**config.mk**
```make
export PLATFORM = sky130hd
export DESIGN_NAME = tape_dma_ctrl
export DESIGN_NICKNAME = d
export VERILOG_FILES = /design/src/rtl/tape_dma_pkg.sv /design/src/rtl/tape_dma_arb.sv /design/src/rtl/tape_dma_ctrl.sv
export SDC_FILE = /design/constraint.sdc
export NUM_CORES = 1
export LEC_CHECK = 0
export ABC_AREA = 1
export BUFFER_PORTS_ARGS = -buffer_cell sky130_fd_sc_hd__buf_2
export CAP_MARGIN = 20
export CORE_ASPECT_RATIO = 0.6
export CORE_MARGIN = 2
export CORE_UTILIZATION = 50
export CTS_CLUSTER_DIAMETER = 100
export DETAILED_ROUTE_END_ITERATION = 6
export PLACE_DENSITY_LB_ADDON = 0.25
export SLEW_MARGIN = 20
export SYNTH_ARGS = -nofsm -noshare
export SYNTH_HDL_FRONTEND = slang
export SYNTH_SLANG_ARGS = --single-unit
```
**constraint.sdc**
```tcl
create_clock -name clk_sys -period 1.93 [get_ports clk_sys]
set_input_delay 0.193 -clock clk_sys [delete_from_list [all_inputs] [get_ports clk_sys]]
set_output_delay 0.193 -clock clk_sys [all_outputs]
set_load 0.03 [all_outputs]
```
**src/rtl/tape_dma_pkg.sv**
```systemverilog
// Shared constants and types for the fast .P file loader.
// Holds the trap/exit addresses, the spin-loop patch bytes and the sequencer state type.
package tape_dma_pkg;

    localparam logic [15:0] TRAP_ADDR   = 16'h0347;
    localparam logic [15:0] EXIT_ADDR   = 16'h03C3;
    localparam logic [13:0] DEST_OFFSET = 14'h0008;

    localparam logic [7:0] NOP = 8'h00;
    localparam logic [7:0] SCF = 8'h37;

    typedef enum logic [1:0] {
        IDLE = 2'd0,
        COPY = 2'd1,
        DONE = 2'd2
    } state_t;

    // Byte 1 is stored as SCF; while copying it is replaced by NOP so the loop keeps spinning.
    localparam logic [6:0][7:0] PATCH_ROM = {8'h02, 8'h07, 8'hC3, 8'hFD, 8'h30, SCF, 8'hAF};

    function automatic logic [7:0] patch_byte(input logic [15:0] offset, input logic copying);
        logic [7:0] b;
        b = NOP;
        if (offset == 16'd1) begin
            b = copying ? NOP : SCF;
        end else if (offset <= 16'd6) begin
            b = PATCH_ROM[offset[2:0]];
        end
        return b;
    endfunction

endpackage

```
**src/rtl/tape_dma_arb.sv**
```systemverilog
// Main-RAM write-port mux: DMA owns the port while selected, otherwise the CPU passes straight through.
// A CPU write arriving while the DMA owns the port is dropped and latched in a sticky conflict flag.
module tape_dma_arb
    import tape_dma_pkg::*;
(
    input  logic        clk_sys,
    input  logic        reset,
    input  logic        i_sel_dma,
    input  logic        i_cpu_we,
    input  logic [13:0] i_cpu_addr,
    input  logic [7:0]  i_cpu_din,
    input  logic        i_dma_we,
    input  logic [13:0] i_dma_addr,
    input  logic [7:0]  i_dma_din,
    output logic        o_we,
    output logic [13:0] o_addr,
    output logic [7:0]  o_din,
    output logic        o_conflict
);

    logic r_conflict;

    assign o_we       = i_sel_dma ? i_dma_we   : i_cpu_we;
    assign o_addr     = i_sel_dma ? i_dma_addr : i_cpu_addr;
    assign o_din      = i_sel_dma ? i_dma_din  : i_cpu_din;
    assign o_conflict = r_conflict;

    always_ff @(posedge clk_sys) begin
        if (reset) begin
            r_conflict <= 1'b0;
        end else if (i_sel_dma && i_cpu_we) begin
            r_conflict <= 1'b1;
        end
    end

endmodule

```
**src/rtl/tape_dma_ctrl.sv**
```systemverilog
// Fast .P loader: traps the ROM LOAD entry, feeds the CPU a spin-loop patch and copies the tape buffer into RAM.
// Optional build macro TAPE_DMA_CHECKSUM_EN adds an 8-bit running sum of the bytes written.
module tape_dma_ctrl
    import tape_dma_pkg::*;
(
    input  logic        clk_sys,
    input  logic        reset,
    input  logic [15:0] cpu_addr,
    input  logic        cpu_nm1,
    input  logic        cpu_ram_we,
    input  logic [13:0] cpu_ram_addr,
    input  logic [7:0]  cpu_dout,
    input  logic        tape_ready,
    input  logic [13:0] tape_last,
    output logic [13:0] tape_rd_addr,
    input  logic [7:0]  tape_rd_data,
    output logic        ram_we,
    output logic [13:0] ram_addr,
    output logic [7:0]  ram_din,
    output logic        patch_sel,
    output logic [7:0]  patch_data,
    output logic        busy,
    output logic        load_done,
    output logic        load_abort,
    output logic        cpu_conflict
`ifdef TAPE_DMA_CHECKSUM_EN
    ,
    output logic [7:0]  checksum
`endif
);

    state_t      r_state;
    logic        r_nm1_prev;
    logic [13:0] r_rd_addr;
    logic [13:0] r_wr_idx;
    logic        r_wr_valid;
    logic        r_issued;
    logic        r_load_done;
    logic        r_load_abort;

    logic        w_m1_edge;
    logic        w_exit_addr;
    logic        w_trap;
    logic        w_copying;
    logic        w_in_window;
    logic        w_dma_we;
    logic [13:0] w_dma_addr;

    assign w_m1_edge   = r_nm1_prev & ~cpu_nm1;
    assign w_exit_addr = (cpu_addr < TRAP_ADDR) || (cpu_addr >= EXIT_ADDR);
    assign w_trap      = w_m1_edge && (cpu_addr == TRAP_ADDR) && tape_ready;
    assign w_copying   = (r_state == COPY);
    assign w_in_window = (cpu_addr >= TRAP_ADDR) && (cpu_addr <= TRAP_ADDR + 16'd6);

    // Write stage: the byte fetched last cycle lands at its index plus the load offset.
    assign w_dma_we   = w_copying & r_wr_valid;
    assign w_dma_addr = r_wr_idx + DEST_OFFSET;

    assign tape_rd_addr = r_rd_addr;
    assign busy         = (r_state != IDLE);
    assign load_done    = r_load_done;
    assign load_abort   = r_load_abort;
    assign patch_sel    = busy & w_in_window;
    assign patch_data   = patch_sel ? patch_byte(cpu_addr - TRAP_ADDR, w_copying) : NOP;

    always_ff @(posedge clk_sys) begin
        if (reset) begin
            r_state      <= IDLE;
            r_nm1_prev   <= 1'b0;
            r_rd_addr    <= 14'd0;
            r_wr_idx     <= 14'd0;
            r_wr_valid   <= 1'b0;
            r_issued     <= 1'b0;
            r_load_done  <= 1'b0;
            r_load_abort <= 1'b0;
        end else begin
            r_nm1_prev   <= cpu_nm1;
            r_load_done  <= 1'b0;
            r_load_abort <= 1'b0;
            case (r_state)
                IDLE: begin
                    r_wr_valid <= 1'b0;
                    if (w_trap) begin
                        r_rd_addr <= 14'd0;
                        r_issued  <= 1'b0;
                        r_state   <= COPY;
                    end
                end
                COPY: begin
                    // Abort wins over completion; the byte in the write stage this cycle still lands.
                    if ((w_m1_edge && w_exit_addr) || !tape_ready) begin
                        r_load_abort <= 1'b1;
                        r_wr_valid   <= 1'b0;
                        r_state      <= IDLE;
                    end else if (r_wr_valid && r_issued) begin
                        r_wr_valid <= 1'b0;
                        r_state    <= DONE;
                    end else if (!r_issued) begin
                        r_wr_valid <= 1'b1;
                        r_wr_idx   <= r_rd_addr;
                        if (r_rd_addr == tape_last) begin
                            r_issued <= 1'b1;
                        end else begin
                            r_rd_addr <= r_rd_addr + 14'd1;
                        end
                    end else begin
                        r_wr_valid <= 1'b0;
                    end
                end
                DONE: begin
                    if (w_m1_edge && w_exit_addr) begin
                        r_load_done <= 1'b1;
                        r_state     <= IDLE;
                    end
                end
                default: begin
                    r_wr_valid <= 1'b0;
                    r_state    <= IDLE;
                end
            endcase
        end
    end

`ifdef TAPE_DMA_CHECKSUM_EN
    logic [7:0] r_checksum;

    always_ff @(posedge clk_sys) begin
        if (reset) begin
            r_checksum <= 8'h00;
        end else if ((r_state == IDLE) && w_trap) begin
            r_checksum <= 8'h00;
        end else if (w_dma_we) begin
            r_checksum <= r_checksum + tape_rd_data;
        end
    end

    assign checksum = r_checksum;
`endif

    tape_dma_arb u_arb (
        .clk_sys    (clk_sys),
        .reset      (reset),
        .i_sel_dma  (w_copying),
        .i_cpu_we   (cpu_ram_we),
        .i_cpu_addr (cpu_ram_addr),
        .i_cpu_din  (cpu_dout),
        .i_dma_we   (w_dma_we),
        .i_dma_addr (w_dma_addr),
        .i_dma_din  (tape_rd_data),
        .o_we       (ram_we),
        .o_addr     (ram_addr),
        .o_din      (ram_din),
        .o_conflict (cpu_conflict)
    );

endmodule

```
== After elaboration in Yosys (flattened, before gate mapping) ==
Memory sizes are Yosys's and may differ from the RTL's.
Cells that the tools add are included.

* Output and inout port bits: 50
* Bits in read-only memories: 64
* Bits in latches: 0
* Input port bits: 65
* RAM bits: 0
* Bits in registers: 36
* Memories kept: 1
* Word-level logic and storage cells: 89

* Add/sub/neg operators: 3
* Bitwise gates (word level): 9
* Magnitude comparators: 6
* Reductions and logical operators: 18
* Multiplexer cells: 31
* Div/mod/pow operators: 0
* Multiply operators: 0
* Shift operators: 0
* Eq/ne operators: 12

{| class="wikitable"
|+ Memories
! name !! depth !! bits a word !! rd ports !! clocked after memory_dff !! write ports !! line !! text
|-
| (name not given) || 8 || 8 || 1 || 0 || 0 || tape_dma_pkg.sv:27 || <nowiki>b = PATCH_ROM[offset[2:0]];</nowiki>
|}

{| class="wikitable"
|+ Operator list
! operator !! number
|-
| 14-bit 2-to-1 mux || 6
|-
| 8-bit 2-to-1 mux || 5
|-
| 16-bit by 10-bit >= comparator with 1-bit output, second input constant || 2
|-
| 14-bit one-hot mux with 2 select lines || 1
|-
| 16-bit by 1-bit equality test with 1-bit output, second input constant || 1
|-
| 16-bit by 10-bit equality test with 1-bit output, second input constant || 1
|-
| 16-bit by 10-bit <= comparator with 1-bit output, second input constant || 1
|-
| 16-bit by 3-bit <= comparator with 1-bit output, second input constant || 1
|-
| 16-bit by 10-bit less-than comparator with 1-bit output, second input constant || 1
|-
| 16-bit by 10-bit subtractor with 16-bit output, second input constant || 1
|-
| 14-bit by 1-bit adder with 14-bit output, second input constant || 1
|-
| 14-bit by 4-bit adder with 14-bit output, second input constant || 1
|-
| 14-bit equality test || 1
|-
| 2-bit inequality test, second input constant || 6
|-
| 1-bit 2-to-1 mux || 11
|-
| 2-bit 2-to-1 mux || 4
|-
| 4-bit AND reduction || 2
|-
| 1-bit logical AND || 6
|-
| 6-bit 2-to-1 mux || 1
|-
| 1-bit NOT || 6
|-
| 2-bit one-hot mux with 3 select lines || 1
|-
| 6-bit AND reduction || 1
|-
| 3-bit by 4-bit less-than comparator with 1-bit output, second input constant || 1
|-
| 1-bit one-hot mux with 2 select lines || 2
|-
| other kinds (10) || 15
|}

== Logic depth before layout (Yosys ltp) ==
Gate-level depths: netlist of run 1.

* Depth in word-level cells: 6
* Depth in mapped cells: 15
* Gate-level depth less buffers: 15

== Modules after synthesis ==
A second synthesis of run 1 with hierarchy kept.

* Cells, all modules: 523
* Area, all modules: 3251.9 um^2

{| class="wikitable"
|+ By module, submodules not included
! module !! area an instance (um^2) !! sequential area each (um^2) !! instances !! cells an instance
|-
| tape_dma_ctrl || 2815.2 || 700.7 || 1 || 445
|-
| tape_dma_arb || 436.7 || 20.0 || 1 || 78
|}

== Worst setup path before layout of run 1 ==
OpenSTA, ideal clock, no wires.

* Path type: in2out
* Start point: in cpu_addr[0]
* End point: out patch_data[3]
* Arrival: 1986 ps
* Stages: 9
* Required time: 1737 ps
* Path slack: -249 ps
* Path buffers: 0
* Cell sequence: ha_1 > or2_1 > nand2_1 > inv_1 > nand2_1 > o21ai_0 > nor2_1 > nand4_1 > nor3_1

* Word-level cells in the longest chain between the ends: 6
* Elaborated cells between the ends (all ways): 12
* Those cells by class: 1 x add/sub; 3 x order compare; 1 x eq/ne; 4 x mux; 1 x bitwise; 1 x reduce/logical; 1 x memory

{| class="wikitable"
|+ Ends and longest elaborated chain
! item !! line !! text
|-
| from (decl) || tape_dma_ctrl.sv:8 || <nowiki>input logic [15:0] cpu_addr,</nowiki>
|-
| branches (longest 5 deep; another with 16-bit by 10-bit subtractor with 16-bit output) || - ||
|-
| 8-bit 2-to-1 mux * || tape_dma_ctrl.sv:64 || <nowiki>assign patch_data = patch_sel ? patch_byte(cpu_addr - TRAP_ADDR, w_copying) : NOP;</nowiki>
|-
| to (decl) || tape_dma_ctrl.sv:21 || <nowiki>output logic [7:0] patch_data,</nowiki>
|}

Mark *: on every way between the ends. The select of a mux whose other input is x is not followed.

== Final worst setup path of run 1 ==
* Start point: in cpu_addr[1]
* End point: out patch_data[2]

The elaborated chain is that of the path after synthesis.

==> run summary, run 1 <==
Outcome - finished with violations
Failing checks - DRC, setup timing
Drt via density - 6.048
Overflow after GRT - 0
Placed Cells incl. Taps - 740
Actual slew at the worst max-slew pin - 0.5057 ns
Commonest non-fill, non-tap cell in the layout - nand2_1
HPWL Detailed - 7756 um
CTS Buf Count - 5
WS Path Type - in -> out
GRT Total Usage - 0.3136
Number of remaining DRC errors - 94
Pwr Density - 391.9 mW/mm^2
CP delay by family, top - simple AND/OR/NAND/NOR gates
Finished Layout Cells - 772
CP endpoint kind - output pin
Critical path required time - 1.74 ns
CP Data Arrival Time - 2.12 ns
Hold-critical path depth - 3
Gp weighted congestion - 1.017
Initial antenna violation count - 0
Clock Root Buffer - clkbuf_8
WHS Endpoint - r_nm1_prev
Number of antenna diodes - 0
Endpoints failing setup - 17
Final Hold Viols - 0
First-pass GRT wire length - 17430 um
Startpoint types - input port
CP bufs+invs - 4
CTS tree - done
Yosys warns - 0
Via count - 4669
EDFF count, synth - 0
Final Max Slew Viols - 0
Routed wire per std cell - 18.53 um
Port buffer count - 114
Number of DRC markers in iteration 0 - 822
Leak - 0.002359 uW
R2R cell count - 9
DRT antenna net count - 0
Vias in the first global route - 3710
Post-synthesis sequential area ratio - 0.2310
Setup Skew - 0.008220 ns
Syn Inst Count - 506
Flop2flop setup slack - -0.06 ns
Largest net degree at the start of global routing - 29
Crit path cell chain - buf_8, ha_4, nand2_4, nand3_4, nand2_4, nand3_1, nand2_2, inv_1, nor2_2, nand4_1, nor2_4, buf_6, nand4_1, a21oi_2, buf_6
Fmax - 433.2 MHz
Tmin final - 2.309 ns
Share of layout cells above drive strength 1 - 0.4390
Height of the die - 65.18 um
Critical path's slowest cell - nor2_4
IO Count - 115
#FFs+latches synth - 36
Crit Path Max Fanout - 5
Hold Crit Class - in -> reg
# clock sinks - 36
Setup WS pre-CTS - -0.2989 ns
Post-synth net total - 580
Area Growth Syn to Fin - 58.76%
Worst-skew pair later-pin latency - 0.30 ns
Initial Util - 0.5128
Rel. slew slack - 0.6625
Hold Slack - 0.1154 ns
Area of the mapped netlist - 0.003119 mm^2
Nets@finish - 761
Worst VDD drop - 0.3144 mV
Core Area - 0.006083 mm^2
Maximum buffer depth of the clock tree - 2
TritonRoute pass-1 iters - 7
Final worst slack - -0.3786 ns
Die Wd - 106.0 um
Reg2reg start - tape_rd_addr[0]
RSZ-0062 raised after global routing - yes
Worst hold start - cpu_nm1
H-Tree Depth - 2
Number of distinct library cells after synthesis - 39
Ys flop type - dfxtp_1
Routed WL - 14310 um
Syn Area/Cell - 6.165 um^2
Die area - 0.006907 mm^2
Most frequent cells in the layout - nand2_1 (115), buf_2 (92), buf_4 (73), nor2_1 (50), inv_1 (42)
Clk slew on worst S/H paths - 0.07 ns
Final period util - 1.196
Max Cap Violations - 0
Cts hold-fix bufs - 0
# rows - 22
FFs w/ async S/R, synth - 0
Worst r2r dst - tape_rd_addr[11]
Crit-path max cell delay - 0.19 ns
[tightest hold or removal path: stages]
cell and delay [ns]:
buf_2 0.10, inv_1 0.04, nor2_1 0.03
[synth_stat cells, types with 2 or more instances]
cell type	count	area, um^2
o21ai_1	6	30.03
buf_2	7	35.03
nand2_4	3	33.78
nor3_1	7	35.03
nand2_1	138	518.0
nor2_2	5	31.28
a21oi_1	32	160.2
nand4_1	30	187.7
buf_6	3	33.78
nand3_2	2	20.02
inv_1	48	180.2
o21ai_0	18	90.09
nor2_1	62	232.7
o21bai_1	2	15.01
inv_2	4	15.01
ha_1	9	112.6
xor2_1	17	148.9
o211ai_1	2	15.01
nand3_1	32	160.2
nor2_4	3	33.78
nand2_2	6	37.54
clkbuf_1	8	30.03
xnor2_1	11	96.34
dfxtp_1	36	720.7
[cells by family after synthesis]
logic type               share of synthesized area
AND/OR/NAND/NOR                             0.4432
adder cells (fa/ha/maj)                    0.03610
flip-flops                                  0.2310
AO/OA/AOI/OAI                               0.1115
XOR/XNOR                                   0.07862
buffers and inverters                      0.09947
[where the power goes]
part | internal [uW] | total, uW | switching [uW]
combinational | 216 | 516 | 300
clock | 384 | 683 | 300
sequential | 741 | 742 | 0.214
total | 1340 | 1940 | 600
[worst max path at each step]
stage                     cells after the start         from            end  slack [ns]
final                                        15  cpu_addr[1]  patch_data[2]       -0.38
after global routing                         16  cpu_addr[1]  patch_data[6]       -0.38
after CTS                                    16  cpu_addr[1]  patch_data[7]       -0.18
after detailed placement                     16  cpu_addr[0]  patch_data[7]       -0.30
after global placement                       16  cpu_addr[0]  patch_data[7]       -0.24
after floorplan                              14  cpu_addr[0]  patch_data[6]       -0.09
[layer usage]
metal / vias up / track usage / part of all wire
li1: 2011 / - / -
met1: 2029 / 0.4444 / 0.37
met2: 459 / 0.4879 / 0.42
met3: 170 / 0.07440 / 0.14
met4: 0 / 0.06414 / 0.078
met5: - / 0 / 0
[state kept, by name, indices dropped and copies added (netlist names)]
register          flops
r_wr_valid            1
load_abort            1
r_issued              1
load_done             1
r_nm1_prev            1
u_arb.o_conflict      1
r_wr_idx             14
tape_rd_addr         14
r_state               2
[through the flow]
step	util	power (uW)	setup TNS, ns	cell area, um^2
floorplan	-	967.9	-0.2009	3134
global placement	0.6822	1143	-1.869	4150
detailed placement	0.6822	1155	-3.134	4150
CTS	0.7526	1831	-1.322	4578
global route	0.8141	1981	-3.622	4952
finish	0.8141	1941	-3.170	4952
[layout make-up]
type                            instances  area, um^2
Multi-Input combinational cell        397        2434
Timing Repair Buffer                  195        1375
Tap cell                               84       105.1
Inverter                               52       198.9
Clock buffer                            6       72.57
Sequential cell                        36       732.0
Clock inverter                          2       35.03
Fill cell                             375        1131
[repair_timing]
item / CTS / global route
pin swaps: 37 / 49
setup endpoints to repair: 12 / 42
buffers inserted: 20 / 10
gates resized for setup: 55 / 96
Note: power is estimated with default switching activity, not from simulation.
==> run 2: changes to the inputs <==
==> constraint.sdc (replaced) <==
create_clock -name clk_sys -period 1.93 [get_ports clk_sys]
set_input_delay 0 -clock clk_sys [delete_from_list [all_inputs] [get_ports clk_sys]]
set_output_delay 0 -clock clk_sys [all_outputs]
set_load 0.03 [all_outputs]
==> run 2 against run 1 <==
Clock power grew 9.8%. Combinational power decreased by 26%. Critical path depth decreased by 6. Core utilization decreased by 11 points. The flow now finishes without violations. Flip-flop and latch count did not move. Non-clock buffer count shrank 44. Sequential power shrank 0.5%. Wire length is 28% lower. Largest power group is now clock. Total power fell by 3.6%.
==> run summary, run 2 (synthesis gave the netlist of run 1 again) <==
Pwr Density - 436.1 mW/mm^2
Final Max Slew Viols - 0
CTS Buf Count - 5
Worst-skew pair later-pin latency - 0.30 ns
WS Path Type - reg -> out
CP Data Arrival Time - 1.87 ns
RSZ-0062 raised after global routing - yes
Hold Crit Class - in -> reg
H-Tree Depth - 2
Commonest non-fill, non-tap cell in the layout - nand2_1
Largest net degree at the start of global routing - 29
Dpl cell area - 0.003837 mm^2
Multi-input gate area - 0.002226 mm^2
GRT Total Usage - 0.2828
Critical path required time - 1.93 ns
Rel. slew slack - 0.6827
DRT antenna net count - 0
HPWL Detailed - 7503 um
Crit Path Max Fanout - 4
CP endpoint kind - output pin
Nets@finish - 717
IO Count - 115
Routed wire per std cell - 14.16 um
Final Hold Viols - 0
Area Growth Syn to Fin - 37.54%
Vias in the first global route - 3274
Storage element area - 740.7 um^2
Core Area - 0.006083 mm^2
First-pass GRT wire length - 15660 um
Via count - 3841
Leak - 0.002063 uW
Die area - 0.006907 mm^2
Most frequent cells in the layout - nand2_1 (134), buf_2 (106), nor2_1 (55), inv_1 (48), buf_4 (37)
Flop2flop setup slack - 0.08 ns
Design Area, Final - 0.004290 mm^2
Share of layout cells above drive strength 1 - 0.3354
Initial antenna violation count - 0
Number of remaining DRC errors - 0
Setup Skew - 0.006025 ns
Clock Root Buffer - clkbuf_8
Max Cap Violations - 0
Drt via density - 5.276
Clk slew on worst S/H paths - 0.07 ns
Port buffer count - 114
Filler cells - 561
Maximum buffer depth of the clock tree - 2
Die Wd - 106.0 um
# rows - 22
TritonRoute pass-1 iters - 5
Routed WL - 10310 um
Startpoint types - flop
Placed Cells incl. Taps - 702
Actual slew at the worst max-slew pin - 0.4754 ns
Power, Total - 1871 uW
Finished Layout Cells - 728
Number of DRC markers in iteration 0 - 381
Worst VDD drop - 0.2892 mV
Overflow after GRT - 0
Hold Slack - 0.1636 ns
Tmin final - 1.871 ns
Height of the die - 65.18 um
Number of antenna diodes - 0
Outcome - complete, no violations
Final period util - 0.9695
Initial Util - 0.5128
Fmax - 534.4 MHz
Endpoints failing setup - 0
CTS tree - done
Gp weighted congestion - 0.9301
# clock sinks - 36
==> run 2: cell types whose count changed in the layout (fill, tap and decap cells not counted), moves of 4 or more <==
cell	previous run	this run
buf_2	92	106
inv_2	9	4
o21ai_0	7	17
buf_4	73	37
o21ai_1	14	7
nand2_4	13	5
buf_6	25	3
nand3_1	21	28
nand2_1	115	134
inv_1	42	48
nand3_2	8	4
nor2_1	50	55
nor2_4	9	5
nand2_2	19	8
==> run 2: final timing paths <==
check | cells after the start | start | to
max | 9 | r_wr_idx[4] | ram_addr[13]
min | 5 | tape_ready | r_wr_idx[4]
max reg2reg | 10 | tape_rd_addr[0] | tape_rd_addr[6]
min reg2reg | 2 | u_arb.o_conflict | u_arb.o_conflict
==> run 2: per-layer routing <==
layer	GRT usage	vias to the layer above	wire length, um
li1	-	1912	-
met1	0.4168	1727	4924
met2	0.4113	186	4329
met3	0.07540	16	982
met4	0.05921	0	70
met5	0	-	0
==> run 2: through the flow <==
stage | utilization | setup TNS [ns] | worst slack [ns]
6_report | 0.7053 | 0 | 0.05883
5_1_grt | 0.7053 | -0.6812 | -0.06081
4_1_cts | 0.6629 | 0 | 0.002327
3_5_place_dp | 0.6308 | -0.3699 | -0.07556
3_3_place_gp | 0.6308 | -0.01489 | -0.007465
2_1_floorplan | - | 0 | 0.08188
==> run 2: layout make-up <==
cell class | instances | share of cell area
multi-input cells | 397 | 0.5188
repair buffers | 151 | 0.2091
flip-flops and latches | 36 | 0.1726
inverters | 52 | 0.04549
well taps | 84 | 0.02450
clock buffers | 7 | 0.02246
clock inverters | 1 | 0.006999
==> run 2: critical path, stage by stage (launching register included) <==
cell     delay (ns)
dfxtp_4        0.38
ha_4           0.14
nand4_1        0.15
nor2_2         0.13
nand4_1        0.13
nor2_2         0.17
xor2_1         0.18
nand2_1        0.08
nand2_1        0.08
buf_6          0.13
==> run 2: what timing repair did <==
action	CTS	global route
hold buffers	2	0
endpoints found under the setup margin	8	29
pin swaps	7	21
buffers inserted	1	15
hold endpoints to repair	2	0
gates resized for setup	13	43
==> run 2: report_power, final <==
group          switching (uW)  internal (uW)  leakage (uW)
sequential              0.245            737      0.000295
combinational             240            144       0.00170
clock                     294            456     0.0000645
